===== src/rtl/spec_free_list_pkg.sv =====
// Shared pipeline package for the rename stage.
// Holds the physical register file size, the preg index type used by the
// rename table, the architectural free list and the speculative free list,
// and a small modular-add helper for circular pointers.
// Lane counts are compile-time macros; defaults are given here when the
// build does not supply them.

`ifndef DECODE_WIDTH
`define DECODE_WIDTH 4
`endif
`ifndef COMMIT_WIDTH
`define COMMIT_WIDTH 4
`endif

package spec_free_list_pkg;

  localparam int PHY_REG_NUM = 64;
  localparam int PREG_W      = $clog2(PHY_REG_NUM);
  localparam int CNT_W       = $clog2(PHY_REG_NUM + 1);

  typedef logic [PREG_W-1:0] preg_t;

  // base + off modulo n, for base < n and off <= n (one correction suffices).
  function automatic int unsigned wrap_add(int unsigned base, int unsigned off,
                                           int unsigned n);
    int unsigned s;
    s = base + off;
    return (s >= n) ? (s - n) : s;
  endfunction

endpackage


===== src/rtl/spec_free_list_prefix_popcount.sv =====
// prefix_popcount: for each lane i, the number of set valid bits in lanes
// strictly below i (the lane's slot offset), plus the total popcount.
// Ports:
//   valid  [N]          per-lane request bits
//   offset [N] x OW     exclusive prefix count per lane
//   total  OW           popcount of all lanes

`ifndef DECODE_WIDTH
`define DECODE_WIDTH 4
`endif

module prefix_popcount #(
  parameter int N  = 4,
  parameter int OW = $clog2(N + 1)
) (
  input  logic [N-1:0]         valid,
  output logic [N-1:0][OW-1:0] offset,
  output logic [OW-1:0]        total
);

  logic [OW-1:0] run;

  always_comb begin
    run    = '0;
    offset = '0;
    for (int i = 0; i < N; i++) begin
      offset[i] = run;
      run       = run + OW'(valid[i]);
    end
    total = run;
  end

endmodule


===== src/rtl/spec_free_list.sv =====
// spec_free_list: speculative free list of physical registers.
// A circular buffer of preg ids with registered head/tail/count. Decode lanes
// pop pregs from head (non-contiguous valid lanes are packed), commit lanes
// push released pregs at tail. A flush reloads the pointers and count from
// the architectural free list's next-state values.
// Ports:
//   clk, rst        clock, synchronous active-high reset
//   flush_i         restore pointers/count from arch_*_i
//   alloc_valid_i   per-lane allocation request
//   alloc_ready_o   enough entries for any request pattern (registered count)
//   alloc_preg_o    allocated preg per lane (same cycle)
//   free_valid_i    per-lane release
//   free_preg_i     released preg per lane
//   arch_head_i, arch_tail_i, arch_cnt_i   committed state (next-value)
//   free_cnt_o      current speculative free count

`ifndef DECODE_WIDTH
`define DECODE_WIDTH 4
`endif
`ifndef COMMIT_WIDTH
`define COMMIT_WIDTH 4
`endif

module spec_free_list
  import spec_free_list_pkg::wrap_add;
#(
  parameter int PHY_REG_NUM = spec_free_list_pkg::PHY_REG_NUM
) (
  input  logic                                              clk,
  input  logic                                              rst,
  input  logic                                              flush_i,
  input  logic [`DECODE_WIDTH-1:0]                          alloc_valid_i,
  output logic                                              alloc_ready_o,
  output logic [`DECODE_WIDTH-1:0][$clog2(PHY_REG_NUM)-1:0] alloc_preg_o,
  input  logic [`COMMIT_WIDTH-1:0]                          free_valid_i,
  input  logic [`COMMIT_WIDTH-1:0][$clog2(PHY_REG_NUM)-1:0] free_preg_i,
  input  logic [$clog2(PHY_REG_NUM)-1:0]                    arch_head_i,
  input  logic [$clog2(PHY_REG_NUM)-1:0]                    arch_tail_i,
  input  logic [$clog2(PHY_REG_NUM+1)-1:0]                  arch_cnt_i,
  output logic [$clog2(PHY_REG_NUM+1)-1:0]                  free_cnt_o
);

  localparam int DW  = `DECODE_WIDTH;
  localparam int CW  = `COMMIT_WIDTH;
  localparam int PW  = $clog2(PHY_REG_NUM);
  localparam int NW  = $clog2(PHY_REG_NUM + 1);
  localparam int AOW = $clog2(DW + 1);
  localparam int FOW = $clog2(CW + 1);

  logic [PW-1:0] buf_reg [PHY_REG_NUM];
  logic [PW-1:0] head_reg, head_next;
  logic [PW-1:0] tail_reg, tail_next;
  logic [NW-1:0] cnt_reg, cnt_next;

  logic [DW-1:0][AOW-1:0] alloc_off;
  logic [AOW-1:0]         alloc_total;
  logic [CW-1:0][FOW-1:0] free_off;
  logic [FOW-1:0]         free_total;
  logic [CW-1:0][PW-1:0]  waddr;
  logic                   fire;

  prefix_popcount #(.N(DW), .OW(AOW)) u_alloc_pop (
    .valid  (alloc_valid_i),
    .offset (alloc_off),
    .total  (alloc_total)
  );

  prefix_popcount #(.N(CW), .OW(FOW)) u_free_pop (
    .valid  (free_valid_i),
    .offset (free_off),
    .total  (free_total)
  );

  // Ready looks only at the registered count so it never loops back through
  // the decode lanes' valid logic.
  assign alloc_ready_o = (cnt_reg >= NW'(DW)) & ~flush_i;
  assign fire          = alloc_ready_o & (|alloc_valid_i);
  assign free_cnt_o    = cnt_reg;

  genvar gi;

  // Read ports see the buffer before this cycle's writes, so a preg freed
  // now is only handed out from the next cycle on.
  generate
    for (gi = 0; gi < DW; gi++) begin : g_rd
      assign alloc_preg_o[gi] =
        buf_reg[PW'(wrap_add(32'(head_reg), 32'(alloc_off[gi]), PHY_REG_NUM))];
    end
    for (gi = 0; gi < CW; gi++) begin : g_wa
      assign waddr[gi] =
        PW'(wrap_add(32'(tail_reg), 32'(free_off[gi]), PHY_REG_NUM));
    end
  endgenerate

  always_comb begin
    head_next = PW'(wrap_add(32'(head_reg), fire ? 32'(alloc_total) : 32'd0,
                             PHY_REG_NUM));
    tail_next = PW'(wrap_add(32'(tail_reg), 32'(free_total), PHY_REG_NUM));
    cnt_next  = cnt_reg + NW'(free_total) - (fire ? NW'(alloc_total) : NW'(0));
    if (flush_i) begin
      head_next = arch_head_i;
      tail_next = arch_tail_i;
      cnt_next  = arch_cnt_i;
    end
  end

  always_ff @(posedge clk) begin
    if (rst) begin
      head_reg <= '0;
      tail_reg <= '0;
      cnt_reg  <= NW'(PHY_REG_NUM);
    end else begin
      head_reg <= head_next;
      tail_reg <= tail_next;
      cnt_reg  <= cnt_next;
    end
  end

  // Buffer writes happen even in a flush cycle: they are committed releases
  // already reflected in the architectural state being restored.
  always_ff @(posedge clk) begin
    if (rst) begin
      for (int i = 0; i < PHY_REG_NUM; i++) begin
        buf_reg[i] <= PW'(i);
      end
    end else begin
      for (int j = 0; j < CW; j++) begin
        if (free_valid_i[j]) begin
          buf_reg[waddr[j]] <= free_preg_i[j];
        end
      end
    end
  end

`ifndef SYNTHESIS
  always_ff @(posedge clk) begin
    if (!rst) begin
      assert (cnt_reg <= NW'(PHY_REG_NUM));
      assert (!fire || (cnt_reg >= NW'(alloc_total)));
    end
  end
`endif

endmodule

===== config.mk =====
export PLATFORM = sky130hd
export DESIGN_NAME = spec_free_list
export DESIGN_NICKNAME = d
export VERILOG_FILES = /design/src/rtl/spec_free_list_pkg.sv /design/src/rtl/spec_free_list_prefix_popcount.sv /design/src/rtl/spec_free_list.sv
export SDC_FILE = /design/constraint.sdc
export NUM_CORES = 2
export LEC_CHECK = 0
export CAP_MARGIN = 30
export CORE_ASPECT_RATIO = 1.1
export CORE_MARGIN = 4
export CORE_UTILIZATION = 30
export CTS_CLUSTER_DIAMETER = 50
export CTS_CLUSTER_SIZE = 14
export DETAILED_ROUTE_END_ITERATION = 8
export GPL_TIMING_DRIVEN = 0
export PLACE_DENSITY = 0.42
export SYNTH_ARGS = -nofsm -noshare
export SYNTH_HDL_FRONTEND = slang
export SYNTH_SLANG_ARGS = --single-unit

===== constraint.sdc =====
create_clock -name clk -period 13.55 [get_ports clk]
set_input_delay 2.71 -clock clk [delete_from_list [all_inputs] [get_ports clk]]
set_output_delay 2.71 -clock clk [all_outputs]
set_load 0.02 [all_outputs]

* After elaboration in Yosys (flattened, before gate mapping) *
Memories as Yosys holds them, arrays and structs flattened.
Cells that the tools add are included.

storage, ports and cells
  output and inout bits = 32
  memories = 1
  logic and storage cells = 90
  RAM bits = 384
  bits of input ports = 54
  bits in registers = 19

operators by class
  magnitude comparators = 11
  muxes and demuxes = 41
  reduce and logical (&&, ||, !) cells = 5
  $add $sub $neg = 26
  bitwise gates (word level) = 3

memory list
  name     words  width  rd ports  clocked after Yosys merged registers in  write ports  line                  text
  buf_reg  64     6      4         0                                        64           spec_free_list.sv:50  logic [PW-1:0] buf_reg [PHY_REG_NUM];

operators with widths
  operator               count
  $mux W6                20
  $sub A6 B1 Y6 const B  10
  $ge A7 B7 Y1 const B   8
  $add A6 B3 Y7          4
  $reduce_or A6 Y1       4
  $mux W1                18
  $add A6 B1 Y7          2
  $add A6 B2 Y7          2
  $ge A6 B7 Y1 const B   2
  $add A3 B1 Y3          4
  $add A7 B3 Y7          1
  $ge A7 B3 Y1 const B   1
  $mux W7                1
  $sub A7 B3 Y7          1
  $mux W3                2
  $add A1 B1 Y2          2
  $reduce_or A4 Y1       1
  $and A1 B1 Y1          2
  $not A1 Y1             1

* Depth between registers and ports, before layout *
  depth in word-level cells = 8
  gate-level depth with buffers = 17
  depth with buffers taken out = 16

* Cells and area by module *
From an unflattened synthesis, not the netlist that was laid out.

unflattened totals
  cells, all modules = 4242
  area total of the unflattened synthesis = 41652.4 um^2

modules (own cells, without submodules)
  module           instances  sequential area each (um^2)  area an instance (um^2)  cells each
  spec_free_list   1          11911.4                      41284.6                  4194
  prefix_popcount  2          0.0                          183.9                    24

* Worst setup path before layout *
No wires, ideal clock.

  path kind = input port to output port
  start point = input alloc_valid_i[0]
  end point = output alloc_preg_o[18] (netlist name)
  path buffers = 3
  data arrival time = 5.855 ns
  stages on the path = 12
  slack = 4.985 ns
  required time = 10.840 ns
  path through = fa_1 > ha_1 > inv_1 > fa_1 > clkbuf_1 > clkbuf_1 > clkbuf_1 > mux4_2 > nand2_1 > a311oi_1 > a31oi_1 > a21oi_1

RTL lines
  item                line                  text
  start: declaration  spec_free_list.sv:32  input logic [`DECODE_WIDTH-1:0] alloc_valid_i,
  end: declaration    spec_free_list.sv:34  output logic [`DECODE_WIDTH-1:0][$clog2(PHY_REG_NUM)-1:0] alloc_preg_o,

==> flow_summary.toml <==
[outcome]
outcome = "finished, violations left"
violations = "design-rule violations"

[worst_setup_path]
timing.rr.start = "tail_reg[0]$_SDFF_PP0_"
reg2reg_to = "buf_reg[20][5]$_DFFE_PP_"
worstPathCellList = "clkdlybuf4s50_1, fa_1, ha_1, inv_1, fa_1, clkbuf_1, clkbuf_1, buf_6, clkbuf_1, mux4_2, nand2_1, a311oi_1, a31oi_1, a21oi_1, clkdlybuf4s50_1"
crit_path_frequent_cell = "clkbuf_1"
regToRegSetupSlack_ps = 8030
critPathTopFamily = "buffers and inverters"
end_kind = "output pin"
rr_worst_depth = 12
critPathLaunchType = "input port"
crit_required_ps = 10840
cp_max_fo = 10
slowest_delay_ps = 940
worst-path-buf-inv = 7
worstPathArrival_ps = 9220
critical_path_class = "input port to output pin"
critPathSlowestCell = "a311oi_1"

[clock_network]
cts_hold_buf = 0
cts_resized = 0
worstSkewPairLatency_ps = 660
cts_tree = "yes"
cts_sinks = 403
clock-root-buffer = "clkbuf_16"
cts_max_path_buffers = 3
path_clk_slew_ps = 60
cts_inserted_buffers = 51
cts_setup_buffers = 0
cts_max_level = 2

[sta]
finalHoldViolCount = 0
fin_setup_tns_ps = 0
max_slew_margin_pct = 8.18
fin_skew_ps = 32.3
fin_crit_sh_pct = 88.1
fin_ws_ps = 1620
min_period_ps = 11930
rsz0062_at_grt = "false"
fmaxAchievable_mhz = 83.8
finalSetupViolCount = 0
slew_violations = 0
worst_slew_pin_slew_ps = 1380

[routing]
drt_iter0_drc = 9932
drc_errors = 43
dr_wl_met3_um = 57900
dr.pass1.iters = 9
vias = 49100
ant_nets = 0
wl_per_cell_um = 57.3
wl_met1_um = 135000
routed_wl_um = 372000
topRoutingLayerUsed = "met5"
wl_met2_um = 137000
routed_via_density = 7.57

[finish]
fin_nets = 4700
largest_reg_flops = 384
n_fill_cell = 13700
post_route_cells_drive_above_1_share_pct = 22.0
design_area_um2 = 48900
postLayoutCoreUtil_pct = 36.4
area_growth_syn_to_layout_pct = 20.4

[placement]
portBuffers = 71
dp.final_hpwl_um = 299000
gp_congestion = 1.16
pre_cts_slack_ps = 2110
placed_area_um2 = 46800

[pwr]
p_seq_share_pct = 27.6
p_per_area_nw_per_um2 = 114
p_leak_uw = 0.0150
comb_power_share_pct = 47.3
clockPowerShare_pct = 25.1
internal_power_uw = 3140
ir_drop_mv = 0.106
switching_share_pct = 43.7
switchingPower_uw = 2440

[die]
boundaryPins = 86
die_w_um = 359
start_util_pct = 30.2
die_h_um = 394
core-area_um2 = 134000
die_area_um2 = 141000
std_cell_rows = 141

[grt]
grt_use_total_pct = 50.5
antenna_found_initial = 48
grt_max_degree = 15
grt_pass1_vias = 42600
overflow = 0
grt_pass1_wl_um = 465000

[min_path]
min_to = "free_cnt_o[0]$_SDFF_PP0_"
hold_depth = 3
min_path_type = "register to register"
worstHoldStart = "free_cnt_o[0]$_SDFF_PP0_"

[logic_synthesis]
syn_area_per_cell_um2 = 9.61
syn_area_um2 = 40600
synth_most_common_cell = "nand2_1"
yosysWarnings = 0
ys.flop_type = "edfxtp_1"
yosysSeqAreaShare_pct = 29.3
synth_top_area_share_pct = 28.4
synth-edff-count = 384
synthTopCellsByCount = "468 x nand2_1, 462 x nor2_1, 450 x mux4_2"
syn_inst = 4231
synth_area_leaders = "edfxtp_1 28%, mux4_2 25%, nand2_1 4.3%"
synthesis.nets = 4337
yosysUniqueCellTypes = 84
synth_seq_cells = 403
async_flop_share_pct = 0
synth_area_leader_cell = "edfxtp_1"

[job]
max_cap_viol_count = 0
==> layer usage <==
metal  vias up  GRT usage (%)
li1      17800              -
met1     24500           60.3
met2      5237           64.2
met3      1553           28.4
met4        20           42.9
met5         -           2.13
==> through the flow <==
step | std cells | power, uW | hold WS [ps]
final | 6479 | 5570 | 632
after floorplan | 4231 | 2800 | 662
after detailed placement | 6306 | 4040 | 621
after global routing | 6428 | 5620 | 686
after global placement | 6089 | 3920 | 612
after CTS | 6393 | 5430 | 638
==> how the worst max path moves through the flow <==
stage                          start          endpoint  slack (ps)  cells past startpoint
floorplan           alloc_valid_i[0]  alloc_preg_o[18]        4980                     12
global placement    alloc_valid_i[0]  alloc_preg_o[21]        1930                     14
detailed placement  alloc_valid_i[0]  alloc_preg_o[21]        2110                     15
CTS                 alloc_valid_i[0]  alloc_preg_o[21]        2100                     15
global route        alloc_valid_i[0]  alloc_preg_o[18]        1630                     15
finish              alloc_valid_i[0]  alloc_preg_o[18]        1620                     15
==> cell type report <==
cell class	instances	area (um^2)	share of cell area, %
Multi-Input combinational cell	3334	27000	55.1
Sequential cell	403	11900	24.3
Timing Repair Buffer	310	3910	7.99
Tap cell	1787	2240	4.57
Buffer	441	1850	3.78
Clock buffer	55	1290	2.64
Clock inverter	32	423	0.864
Inverter	53	199	0.407
Antenna cell	64	160	0.327
==> worst reg2reg max path, stage by stage, from the launching register on <==
cell,delay [ps]
dfxtp_1,550
ha_1,270
fa_1,460
or3b_1,360
clkbuf_1,260
or3_1,370
clkbuf_1,410
a21oi_1,580
buf_4,290
nand2_1,250
nand2_1,250
o22ai_1,110
a21oi_1,960
==> logic make-up (layout without fill, tap and decap cells) <==
family,after synthesis,in the layout,synth area share (%)
DFF,403,403,29.3
xor gates and xnor gates,42,42,0.961
buffers and inverters,494,891,4.86
other,0,64,0
AOI/OAI and AO/OA,1201,1201,19.3
adders and majority gates,52,52,1.84
and+or+nand+nor,1528,1528,17.2
muxes,511,511,26.5
==> power by group through the flow <==
stage | combinational [uW] | sequential [uW] | clock (uW)
2_1_floorplan | 1300 | 1500 | 0
3_3_place_gp | 2370 | 1550 | 0
3_5_place_dp | 2490 | 1550 | 0
4_1_cts | 2500 | 1530 | 1400
5_1_grt | 2620 | 1540 | 1460
6_report | 2640 | 1540 | 1400
==> cells in the final DEF, fill, tap and decap left out, types with 139 or more instances in the layout <==
master,netlist,routed
nor3_1,165,149
nand3_1,187,187
edfxtp_1,384,384
o21ai_0,143,139
clkbuf_1,322,276
a21oi_1,314,314
nand2_1,468,468
nor2_1,462,453
o22ai_1,150,150
mux4_2,450,450
Note: power is estimated with default switching activity, not from simulation.
